### src/rtl/rom_fetch_unit_pkg.sv
// Shared definitions for the program-ROM fetch unit: FSM state encoding and
// the opcode length decode shared with the instruction decoder.
package rom_fetch_unit_pkg;

  localparam int MAX_DATA_WIDTH = 32;

  typedef enum logic [1:0] {
    RD_OP1 = 2'd0,
    RD_OP2 = 2'd1,
    RD_ARG = 2'd2,
    HOLD   = 2'd3
  } fetch_state_t;

  // An opcode is two bytes long when its flag bit is set.
  function automatic logic instr_has_operand(input logic [MAX_DATA_WIDTH-1:0] opcode,
                                             input logic [4:0] flag_bit);
    return opcode[flag_bit];
  endfunction

endpackage

### src/rtl/rom_fetch_unit.sv
// Fetch unit for the registered-read program ROM: pipelines the address bus,
// assembles 1- or 2-byte instructions and hands them over on valid/ready.
module rom_fetch_unit
  import rom_fetch_unit_pkg::*;
#(
  parameter int ADDR_WIDTH = 8,
  parameter int DATA_WIDTH = 8,
  parameter logic [ADDR_WIDTH-1:0] RESET_VECTOR = '0,
  parameter int OPERAND_FLAG_BIT = 7
) (
  input  logic                  CLK,
  input  logic                  RESET,
  output logic [ADDR_WIDTH-1:0] ROM_ADDRESS,
  input  logic [DATA_WIDTH-1:0] ROM_DATA,
  output logic                  INSTR_VALID,
  input  logic                  INSTR_READY,
  output logic [DATA_WIDTH-1:0] INSTR_OPCODE,
  output logic [DATA_WIDTH-1:0] INSTR_OPERAND,
  output logic [ADDR_WIDTH-1:0] INSTR_ADDR,
  input  logic                  JUMP_EN,
  input  logic [ADDR_WIDTH-1:0] JUMP_ADDR
);

  fetch_state_t          state, state_nxt;
  logic [ADDR_WIDTH-1:0] pc, pc_nxt;
  logic [ADDR_WIDTH-1:0] rom_addr_nxt;
  logic [ADDR_WIDTH-1:0] instr_addr_nxt;
  logic [DATA_WIDTH-1:0] opcode_nxt, operand_nxt;
  logic                  valid_nxt;
  logic                  has_operand;

  assign has_operand = instr_has_operand(MAX_DATA_WIDTH'(ROM_DATA), 5'(OPERAND_FLAG_BIT));

  always_ff @(posedge CLK) begin
    if (RESET) begin
      state         <= RD_OP1;
      pc            <= RESET_VECTOR;
      ROM_ADDRESS   <= RESET_VECTOR;
      INSTR_VALID   <= 1'b0;
      INSTR_OPCODE  <= '0;
      INSTR_OPERAND <= '0;
      INSTR_ADDR    <= RESET_VECTOR;
    end else begin
      state         <= state_nxt;
      pc            <= pc_nxt;
      ROM_ADDRESS   <= rom_addr_nxt;
      INSTR_VALID   <= valid_nxt;
      INSTR_OPCODE  <= opcode_nxt;
      INSTR_OPERAND <= operand_nxt;
      INSTR_ADDR    <= instr_addr_nxt;
    end
  end

  // ROM data lags the address by one edge, so the address runs one byte
  // ahead of the byte being captured.
  always_comb begin
    state_nxt      = state;
    pc_nxt         = pc;
    rom_addr_nxt   = ROM_ADDRESS;
    valid_nxt      = INSTR_VALID;
    opcode_nxt     = INSTR_OPCODE;
    operand_nxt    = INSTR_OPERAND;
    instr_addr_nxt = INSTR_ADDR;

    case (state)
      RD_OP1: begin
        rom_addr_nxt = pc + ADDR_WIDTH'(1);
        state_nxt    = RD_OP2;
      end
      RD_OP2: begin
        opcode_nxt     = ROM_DATA;
        instr_addr_nxt = pc;
        if (!has_operand) begin
          operand_nxt = '0;
          pc_nxt      = pc + ADDR_WIDTH'(1);
          valid_nxt   = 1'b1;
          state_nxt   = HOLD;
        end else begin
          state_nxt = RD_ARG;
        end
      end
      RD_ARG: begin
        operand_nxt = ROM_DATA;
        pc_nxt      = pc + ADDR_WIDTH'(2);
        valid_nxt   = 1'b1;
        state_nxt   = HOLD;
      end
      HOLD: begin
        if (INSTR_READY) begin
          valid_nxt    = 1'b0;
          rom_addr_nxt = pc;
          state_nxt    = RD_OP1;
        end
      end
      default: state_nxt = RD_OP1;
    endcase

    // A jump overrides everything, including a transfer at the same edge.
    if (JUMP_EN) begin
      pc_nxt       = JUMP_ADDR;
      rom_addr_nxt = JUMP_ADDR;
      valid_nxt    = 1'b0;
      state_nxt    = RD_OP1;
    end
  end

endmodule
### config.mk
export PLATFORM = sky130hd
export DESIGN_NAME = rom_fetch_unit
export DESIGN_NICKNAME = d
export VERILOG_FILES = /design/src/rtl/rom_fetch_unit_pkg.sv /design/src/rtl/rom_fetch_unit.sv
export SDC_FILE = /design/constraint.sdc
export NUM_CORES = 1
export LEC_CHECK = 0
export BUFFER_PORTS_ARGS = -buffer_cell sky130_fd_sc_hd__clkbuf_2
export CAP_MARGIN = 20
export CELL_PAD_IN_SITES_DETAIL_PLACEMENT = 0
export CELL_PAD_IN_SITES_GLOBAL_PLACEMENT = 2
export CORE_ASPECT_RATIO = 0.6
export CORE_MARGIN = 10
export CORE_UTILIZATION = 25
export DETAILED_ROUTE_END_ITERATION = 12
export GPL_TIMING_DRIVEN = 0
export PLACE_DENSITY_LB_ADDON = 0.1
export SYNTH_ARGS = -nofsm -noshare
export SYNTH_HDL_FRONTEND = slang
export SYNTH_SLANG_ARGS = --single-unit
### constraint.sdc
create_clock -name CLK -period 4.8 [get_ports CLK]
set_clock_uncertainty 0.1 [all_clocks]
set_input_delay 0.24 -clock CLK [delete_from_list [all_inputs] [get_ports CLK]]
set_output_delay 0.24 -clock CLK [all_outputs]
set_load 0.02 [all_outputs]
# Word level (Yosys, flattened, before mapping)
# Index checks and enable logic that the tools add are counted.
word_totals:
  register_bits: 43
  in_bits: 20
  out_inout_bits: 33
  wordCells: 40
classes:
  n_addsub: 2
  eq_ne: 7
  muxes: 14
  n_reduce_logical: 10
ops:
  columns: ["op", "n"]
  rows:
  - ["$pmux 8 s2", 3]
  - ["$mux 8", 5]
  - ["$reduce_bool 3->1", 3]
  - ["$add 8x1->8 const B", 1]
  - ["$add 8x2->8 const B", 1]
  - ["$pmux 2 s4", 1]
  - ["$ne 3x3->1 const B", 2]
  - ["$reduce_and 2->1", 3]
  - ["$eq 2x2->1 const B", 2]
  - ["$ne 2x2->1 const B", 2]
  - ["$mux 1", 3]
  - ["$pmux 1 s3", 1]
  - ["$reduce_and 3->1", 1]
  - ["$eq 2x1->1 const B", 1]
  - ["$logic_not 2->1", 1]
  - ["$mux 2", 1]
  - ["$reduce_bool 2->1", 1]
  - ["$reduce_or 2->1", 1]

# Depth between registers and ports, before layout
# Gate-level depths: netlist (run 1).
depth:
  ltp_word: 4
  depth_mapped: 8
  ltp_nobuf: 6

# Least setup slack after synthesis (run 1)
# OpenSTA, ideal clock, no wires.
synth_path:
  kind: "flip-flop to flip-flop"
  startpoint: "reg state[0]"
  endpoint: "reg pc[7]"
  setup_time_ns: 0.117
  arrival_ns: 1.442
  required_time_ns: 4.583
  path_slack_ns: 3.141
  path_stages_with_launch: 8
  path_buffers: 1
  period_less_slack_ns: 1.659
  cell_sequence: "dfxtp_1 inv_1 ha_1 buf_6 nand3b_1 a211oi_2 mux2i_1 nand2_1"
synth_via:
  elab_chain_cells: 3
  word_cells_on_any_way: 7
  cone_classes: "3 x eq/ne; 2 x mux; 2 x reduce/logical"
synth_lines:
  columns: ["element", "line", "source"]
  rows:
  - ["start, declared", "rom_fetch_unit.sv:24", "fetch_state_t state, state_nxt;"]
  - ["start signal, assigned", "rom_fetch_unit.sv:44", "state <= state_nxt;"]
  - ["$eq 2x2->1 / $eq 2x1->1 (equally long branches)", "rom_fetch_unit.sv:65", "case (state)"]
  - ["$pmux 8 s2, or another cell as far along", "rom_fetch_unit.sv:65", null]
  - ["$mux 8 / $reduce_and 2->1 (equally long branches)", null, null]
  - ["end signal, assigned", "rom_fetch_unit.sv:45", "pc <= pc_nxt;"]
  - ["end, declared", "rom_fetch_unit.sv:25", "logic [ADDR_WIDTH-1:0] pc, pc_nxt;"]
# Parallel ways exist; a longest one is shown, timed or not.
# A chain may end at the register's enable or synchronous reset.

# Worst setup path in the final report (run 1)
layout_path:
  startpoint: "reg state[0]"
  endpoint: "reg INSTR_OPERAND[2]"
layout_via:
  elab_chain_cells: 3
  word_cells_on_any_way: 6
  cone_classes: "3 x eq/ne; 1 x mux; 2 x reduce/logical"
layout_lines:
  columns: ["element", "line", "source"]
  rows:
  - ["$eq 2x1->1 / $eq 2x2->1 (equally long branches)", "rom_fetch_unit.sv:65", null]
  - ["$ne 2x2->1 (no source line) / $reduce_bool 2->1 (equally long branches)", null, null]
  - ["$reduce_and 2->1 (no source line)", null, null]
  - ["end signal, assigned", "rom_fetch_unit.sv:49", "INSTR_OPERAND <= operand_nxt;"]
  - ["end, declared", "rom_fetch_unit.sv:18", "output logic [DATA_WIDTH-1:0] INSTR_OPERAND,"]
# Parallel ways exist; a longest one is shown, timed or not.

==> results of run 1 <==
through the flow:
stage          std cells  instance area, um^2  worst slack, ps  utilization  hold slack, ps
6_report             406                 2690             2840        0.320             108
5_1_grt              406                 2690             2680        0.320             122
4_1_cts              406                 2690             2850        0.320             104
3_5_place_dp         399                 2530             2870        0.301             371
3_3_place_gp         399                 2530             2870        0.301             373
2_1_floorplan        237                 2140             3140            -             287
routing by layer:
metal | GRT usage | vias to the layer above
met1 | 0.153 | 850
met4 | 0.0231 | 0
met5 | 0 | -
met2 | 0.141 | 35
met3 | 0.0360 | 5
li1 | - | 954
power breakdown:
group | total, mW | internal, mW | switching [mW]
combinational | 0.139 | 0.0547 | 0.0839
clock | 0.381 | 0.243 | 0.138
sequential | 0.392 | 0.376 | 0.0163
total | 0.912 | 0.673 | 0.238
state kept, by name (all words and copies together), names as in the netlist:
name           count
INSTR_ADDR         8
pc                 8
state              2
INSTR_OPCODE       8
ROM_ADDRESS        8
INSTR_VALID        1
INSTR_OPERAND      8
kinds of logic (layout without fill, tap and decap cells):
| kind of cell | after synthesis | count (layout) | synth area share |
|---|---|---|---|
| buffers and inverters | 22 | 79 | 0.0566 |
| flip-flops | 43 | 43 | 0.402 |
| adder cells (fa/ha/maj) | 8 | 8 | 0.0467 |
| AO/OA/AOI/OAI | 52 | 52 | 0.163 |
| XOR/XNOR | 8 | 8 | 0.0327 |
| AND/OR/NAND/NOR | 82 | 82 | 0.193 |
| multiplexers | 22 | 22 | 0.106 |
Yosys cell counts, drive strengths merged:
library cell  count
o221ai            1
o32ai             2
and2b             3
a21o              1
xor2              3
xnor2             5
o21a              2
ha                8
o2111ai           2
mux2i            20
o311ai            1
nand2            10
buf              10
nand4bb           1
dfxtp            43
clkbuf            8
mux2              2
and2              3
nor3b             3
a2bb2oi           1
a211oi            4
o21ai            10
a211o             1
nand2b            3
a22oi             7
nor4              1
inv               4
nor3              7
nand3b            6
or2               1
a31oi             4
o31ai             1
nand3             2
nor2b             2
nand4             3
and3b             1
or3               1
o211ai            3
a21oi            12
nor2             35
layout make-up:
| class | instances | area (um^2) |
|---|---|---|
| Tap cell | 112 | 140 |
| Fill cell | 911 | 5730 |
| Inverter | 4 | 15.0 |
| Clock buffer | 6 | 129 |
| Timing Repair Buffer | 50 | 250 |
| Multi-Input combinational cell | 172 | 1160 |
| Clock inverter | 1 | 30.0 |
| Sequential cell | 43 | 861 |
| Buffer | 18 | 106 |
critical path: cells and delay by family (launching register included):
| family | cells | cell delay (ps) |
|---|---|---|
| AO/OA/AOI/OAI | 2 | 700 |
| flip-flops | 1 | 390 |
| buffers and inverters | 3 | 380 |
| adder cells (fa/ha/maj) | 1 | 210 |
| AND/OR/NAND/NOR | 1 | 110 |
worst min-delay path by stage:
stage | startpoint | endpoint | slack (ps) | depth (start not counted)
2_1_floorplan | ROM_DATA[0] | INSTR_OPCODE[0] | 290 | 2
3_3_place_gp | INSTR_OPCODE[7] | INSTR_OPCODE[7] | 370 | 2
3_5_place_dp | INSTR_OPCODE[7] | INSTR_OPCODE[7] | 370 | 2
4_1_cts | ROM_DATA[3] | INSTR_OPERAND[3] | 100 | 3
5_1_grt | ROM_DATA[1] | INSTR_OPERAND[1] | 120 | 3
6_report | ROM_DATA[3] | INSTR_OPERAND[3] | 110 | 3
==> metrics.md, run 1 <==
| Metric | Value |
|---|---|
| Initial core utilization | 0.254 |
| NumNets Final | 322 |
| Crit share post-route | 0.408 |
| Port bufs | 50 |
| GP Congestion | 0.732 |
| Rel. slew slack | 0.571 |
| Synth top area share | 0.402 |
| YS warnings | 0 |
| Flops & latches, synth | 43 |
| Static leakage | 1.11 nW |
| Mean Syn Cell Area | 9.04 um^2 |
| Worst-path clk slew | 60 ps |
| Vias per Instance | 4.54 |
| R2R Path End | INSTR_OPERAND[2] |
| Die Y | 91.7 um |
| Setup TNS | 0 ps |
| CTS Hold Bufs | 0 |
| Number of global-route vias before repair | 1913 |
| DR pass1 iterations | 4 |
| Initial antenna violation count | 0 |
| Achievable Freq | 510 MHz |
| TritonCTS Buffers | 5 |
| RSZ-0062 raised after global routing | no |
| Status | complete, no violations |
| Die area | 0.0128 mm^2 |
| Worst setup SP type | flip-flop |
| Met2 wire length | 2450 um |
| VDD IR max | 0.000103 V |
| H-tree level count | 2 |
| CTS Sinks | 43 |
| Hpwl dp | 5090 um |
| Min cycle time layout | 1960 ps |
| Starting DRC count in detailed routing | 85 |
| Top cells by area, synth | dfxtp_1 40%, mux2i_1 8.9%, nor2_1 6.1%, ha_1 4.7%, a21oi_1 2.8% |
| Register-to-Register Path Depth | 7 |
| CTS root buf | clkbuf_16 |
| Site row count | 26 |
| Worst Tran Pin Value | 640 ps |
| Worst path slowest cell | o21ai_1 |
| Wirelength per Cell | 16.3 um |
| Setup crit start | state[0] |
| CTS tree | yes |
| Synth Cell Area | 0.00214 mm^2 |
| WP data arrival | 2080 ps |
| Post-CTS Setup Inserts | 0 |
| # diodes | 0 |
| Mapped Nets | 265 |
| Layout cells sized above 1 | 0.248 |
| Most frequent CP cell | buf_6 |
| Post-Syn Instances | 237 |
| Worst-path maximum fanout | 10 |
| Most frequent cells in the layout | 50 x clkbuf_2, 43 x dfxtp_1, 35 x nor2_1 |
| R2r startpoint | state[0] |
| Worst skew pair latency | 280 ps |
| Critical Setup Path Class | reg2reg |
| Cell taking the most area after synthesis | dfxtp_1 |
| Final ANT Viol Nets | 0 |
| Final hold violations | 0 |
| Clock Path Buffers | 2 |
| Worst hold-check path type | in2reg |
| Number of max-cap violations | 0 |
| Via count | 1844 |
| Die width | 140 um |
| Final wirelength | 6630 um |
| Top Metal Used | met4 |
| Overall Global Routing Usage | 0.104 |
| Crit end category | flip-flop |
| Pwr dens | 339 mW/mm^2 |
| Worst Setup EP | INSTR_OPERAND[2] |
| FF-to-FF setup slack | 2840 ps |
| P&R area growth vs syn | 25.6% |
| Most common cell after layout, fill and taps aside | clkbuf_2 |
| Slowest cell delay on critical path | 510 ps |
| Sequential area share after synthesis | 0.402 |
| WL met3 | 331 um |
| Post-CTS Resized | 0 |
| DRC Markers | 0 |
| Final slew viol count | 0 |
| GRT Residual Overflow | 0 |
| Final setup fails | 0 |
| Crit-path cells | inv_1, ha_1, buf_6, buf_6, o21ai_1, a22oi_1, nor2_1 |
| Unique masters post-synth | 47 |
| Num ports | 53 |
| Metal-1 WL | 3800 um |
| Core Box Area | 0.00843 mm^2 |
| First-pass GRT wire length | 10800 um |
| Power Total | 0.912 mW |
| Largest net degree at the start of global routing | 13 |
| Crit path required time | 4920 ps |
(Power assumes the default switching activity.)
==> run 2, diff against run 1 <==
==> constraint.sdc (replaced) <==
create_clock -name CLK -period 1.8 [get_ports CLK]
set_clock_uncertainty 0.1 [all_clocks]
set_input_delay 0.09 -clock CLK [delete_from_list [all_inputs] [get_ports CLK]]
set_output_delay 0.09 -clock CLK [all_outputs]
set_load 0.02 [all_outputs]
==> metrics.md, run 2 (same netlist as run 1, synthesis figures left out) <==
| Metric | Value |
|---|---|
| Core Box Area | 0.00843 mm^2 |
| Port bufs | 50 |
| WP data arrival | 1820 ps |
| Worst skew pair latency | 280 ps |
| CTS tree | yes |
| DRC Markers | 0 |
| Pwr dens | 843 mW/mm^2 |
| NumNets Final | 338 |
| FF+latch area | 872 um^2 |
| RSZ-0062 raised after global routing | yes |
| Worst Tran Pin Value | 635 ps |
| Slowest cell delay on critical path | 370 ps |
| Final Instance Area | 0.00294 mm^2 |
| TritonCTS Buffers | 5 |
| Pre-CTS WS | -129 ps |
| Initial antenna violation count | 0 |
| Hpwl dp | 5090 um |
| Crit share post-route | 0.972 |
| Power Total | 2.48 mW |
| Achievable Freq | 572 MHz |
| Worst path slowest cell | dfxtp_4 |
| Crit-path cells | inv_2, ha_4, buf_6, nand3b_1, a211oi_4, mux2i_1, nand2_1 |
| Final setup fails | 0 |
| Worst setup SP type | flip-flop |
| Worst-path maximum fanout | 7 |
| # diodes | 0 |
| First-pass GRT wire length | 11000 um |
| Number of max-cap violations | 0 |
| Fin worst setup slack | 51.2 ps |
| CTS root buf | clkbuf_16 |
| GRT Residual Overflow | 0 |
| Starting DRC count in detailed routing | 108 |
| DP Cell Count | 399 |
| Critical Setup Path Class | reg2reg |
| Final wirelength | 6720 um |
| Rel. slew slack | 0.576 |
| Layout cells sized above 1 | 0.294 |
| P&R area growth vs syn | 37.1% |
| Initial core utilization | 0.254 |
| Die Y | 91.7 um |
| CTS Sinks | 43 |
| Num ports | 53 |
| Wirelength per Cell | 15.9 um |
| Crit end category | flip-flop |
| Sum of buffers and inverters on the critical path | 2 |
| Final ANT Viol Nets | 0 |
| Final hold violations | 0 |
| DP Area | 0.00253 mm^2 |
| FILL cells | 882 |
| Final slew viol count | 0 |
| Final non-filler cell total | 422 |
| VDD IR max | 0.000272 V |
| Setup TNS | 0 ps |
| Multi-input logic area | 0.00122 mm^2 |
| DR pass1 iterations | 4 |
| Static leakage | 1.20 nW |
| Via count | 1911 |
| Most common cell after layout, fill and taps aside | clkbuf_2 |
| Min cycle time layout | 1750 ps |
| Site row count | 26 |
| Largest net degree at the start of global routing | 13 |
| Overall Global Routing Usage | 0.106 |
| Delay-heaviest family, CP | flip-flops |
| Die width | 140 um |
| Number of global-route vias before repair | 1959 |
| Die area | 0.0128 mm^2 |
| Clock Path Buffers | 2 |
| Worst-path clk slew | 60 ps |
| Worst hold-check path type | in2reg |
| Vias per Instance | 4.53 |
| GP Congestion | 0.732 |
| H-tree level count | 2 |
| Crit path required time | 1880 ps |
| Status | complete, no violations |
| Most frequent cells in the layout | 50 x clkbuf_2, 38 x dfxtp_1, 35 x nor2_1 |
## run 2: cell count changes in the layout (fill, tap and decap cells not counted), sizes merged
cell	before	now
clkbuf	64	63
dlygate4sd3	0	13
buf	10	14
## run 2: worst register-to-register path, cell delays in order, from the launching register on
cell and delay (ps):
dfxtp_4 370, inv_2 60, ha_4 150, buf_6 130, nand3b_1 200, a211oi_4 350
mux2i_1 230, nand2_1 70
## run 2: area by class of cell
type | count | share of cell area
multi-input combinational | 172 | 0.417
timing repair buffer | 66 | 0.137
tap | 112 | 0.0477
sequential | 43 | 0.297
clock inverter | 1 | 0.0102
buffer | 18 | 0.0426
clock buffer | 6 | 0.0438
inverter | 4 | 0.00511
## run 2: final timing paths
kind / endpoint / from / depth (start not counted) / slack, ps
min reg2reg: INSTR_OPCODE[7] / INSTR_OPCODE[7] / 2 / 390
min: ROM_ADDRESS[4] / JUMP_ADDR[4] / 3 / 10
max reg2reg: pc[7] / state[0] / 7 / 50
max: pc[7] / state[0] / 7 / 50
## run 2: power by group
group          total, mW  switching [mW]  leakage [nW]  internal [mW]
combinational      0.417           0.237         0.765          0.180
clock               1.02           0.368        0.0769          0.648
sequential          1.05          0.0436         0.354           1.00
## run 2: per-stage QoR
stage	utilization	hold WS [ps]
finish	0.349	14.6
global route	0.349	16.4
CTS	0.339	3.45
detailed placement	0.301	254
global placement	0.301	250
floorplan	-	137
## run 2: layer usage
metal,wire length [um],share of wire,GRT usage,up-vias
met5,0,0,0,-
met3,337,0.050,0.0350,6
met1,3810,0.57,0.155,879
li1,-,-,-,988
met4,40,0.0060,0.0231,0
met2,2530,0.38,0.144,38
## run 2: timing repair
item / CTS / global route
hold buffers: 13 / 0
endpoints found under the hold margin: 23 / 0
gates resized for setup: 9 / 19
endpoints found under the setup margin: 22 / 31
pin swaps: 1 / 3
setup buffers: 0 / 3
==> run 3, diff against run 2 <==
--- a/config.mk
+++ b/config.mk
@@ -7,8 +7,8 @@
 export LEC_CHECK = 0
 export BUFFER_PORTS_ARGS = -buffer_cell sky130_fd_sc_hd__clkbuf_2
 export CAP_MARGIN = 20
-export CELL_PAD_IN_SITES_DETAIL_PLACEMENT = 0
-export CELL_PAD_IN_SITES_GLOBAL_PLACEMENT = 2
+export CELL_PAD_IN_SITES_DETAIL_PLACEMENT = 1
+export CELL_PAD_IN_SITES_GLOBAL_PLACEMENT = 1
 export CORE_ASPECT_RATIO = 0.6
 export CORE_MARGIN = 10
 export CORE_UTILIZATION = 25
==> metrics.md, run 3 (same netlist as run 1, synthesis figures left out) <==
| Metric | Value |
|---|---|
| Status | complete, no violations |
| Static leakage | 1.19 nW |
| Final wirelength | 7210 um |
| Initial antenna violation count | 0 |
| TritonCTS Buffers | 5 |
| NumNets Final | 337 |
| Fin worst setup slack | 36.1 ps |
| DR pass1 iterations | 4 |
| Reg power frac | 0.418 |
| Number of global-route vias before repair | 2108 |
| Crit path required time | 1880 ps |
| Most frequent cells in the layout | 50 x clkbuf_2, 38 x dfxtp_1, 35 x nor2_1 |
| Pre-CTS WS | -148 ps |
| Min cycle time layout | 1760 ps |
| Crit share post-route | 0.980 |
| FF-to-FF setup slack | 40 ps |
| Layout cells sized above 1 | 0.291 |
| Final hold violations | 0 |
| Critical Setup Path Class | reg2reg |
| Site row count | 26 |
| CTS tree | yes |
| Rel. slew slack | 0.564 |
| Pwr dens | 858 mW/mm^2 |
| P&R area growth vs syn | 36.1% |
| DP Area | 0.00253 mm^2 |
| Clock power share | 0.416 |
| Core Box Area | 0.00843 mm^2 |
| WP data arrival | 1850 ps |
| Setup TNS | 0 ps |
| Num ports | 53 |
| Power Total | 2.50 mW |
| DRC Markers | 0 |
| Wirelength per Cell | 17.1 um |
| Crit end category | flip-flop |
| Die area | 0.0128 mm^2 |
| Die width | 140 um |
| Comb power frac | 0.165 |
| Worst-path clk slew | 60 ps |
| Number of max-cap violations | 0 |
| Clock Path Buffers | 2 |
| Final slew viol count | 0 |
| CTS Sinks | 43 |
| Vias per Instance | 4.71 |
| Worst skew pair latency | 290 ps |
| Final non-filler cell total | 421 |
| Post-layout util | 0.346 |
| GRT Residual Overflow | 0 |
| RSZ-0062 raised after global routing | yes |
| VDD IR max | 0.000375 V |
| Most common cell after layout, fill and taps aside | clkbuf_2 |
| Largest net degree at the start of global routing | 14 |
| # diodes | 0 |
| Min Hold Slack | 36.5 ps |
| First-pass GRT wire length | 11700 um |
| P_int | 1.83 mW |
| Achievable Freq | 567 MHz |
| FILL cells | 995 |
| Starting DRC count in detailed routing | 95 |
| Final Instance Area | 0.00292 mm^2 |
| Switch Pwr | 0.677 mW |
| Hpwl dp | 5360 um |
| Worst setup SP type | flip-flop |
| CTS root buf | clkbuf_16 |
| DP Cell Count | 399 |
| Worst Tran Pin Value | 654 ps |
| Sw Share | 0.270 |
| Final ANT Viol Nets | 0 |
| Via count | 1982 |
| Port bufs | 50 |
| Overall Global Routing Usage | 0.112 |
| Worst hold-check path type | in2reg |
| Worst-path maximum fanout | 8 |
| Initial core utilization | 0.254 |
| Die Y | 91.7 um |
| GP Congestion | 0.726 |
| Final setup fails | 0 |
| H-tree level count | 2 |
[run 3: cell count changes in the layout (fill, tap and decap cells not counted), sizes merged]
cell and change:
clkinvlp +1, buf -1, clkbuf -1
[run 3: metal layers]
metal  share of wire  GRT usage
met2            0.41      0.158
met5               0          0
met3           0.054     0.0376
met4          0.0094     0.0308
met1            0.52      0.157
[run 3: timing repair]
action,in CTS,in global routing
setup endpoints to repair,23,31
gates resized for setup,9,16
hold buffers,13,0
setup buffers,0,3
pin swaps,1,3
endpoints found under the hold margin,22,0
[run 3: critical path, cell delays in order (launching register included)]
cell	delay, ps
dfxtp_4	380
inv_4	50
ha_4	150
buf_6	130
nand3b_1	200
a211oi_4	370
mux2i_1	220
nand2_1	60
[run 3: power groups by stage]
stage / Sequential, mW / Clock, mW / Combinational (mW)
3_3_place_gp: 1.07 / 0 / 0.372
6_report: 1.05 / 1.04 / 0.414
4_1_cts: 1.05 / 1.08 / 0.407
2_1_floorplan: 1.10 / 0 / 0.208
3_5_place_dp: 1.07 / 0 / 0.377
5_1_grt: 1.06 / 1.12 / 0.460
[run 3: worst paths after layout]
| kind | to | cells after the start | from |
|---|---|---|---|
| worst max-delay path | pc[7] | 7 | state[0] |
| worst min-delay path | ROM_ADDRESS[4] | 3 | JUMP_ADDR[4] |
| worst max register to register | pc[7] | 7 | state[0] |
| worst min register to register | INSTR_OPCODE[7] | 2 | INSTR_OPCODE[7] |
[run 3: layout make-up]
cell class	instances	area (um^2)	share of cell area
flip-flops and latches	43	870	0.298
multi-input cells	172	1210	0.416
inverters	4	17.5	0.00601
plain buffers	17	110	0.0378
well taps	112	140	0.0480
clock inverters	2	37.5	0.0129
repair buffers	66	403	0.138
clock buffers	5	125	0.0429
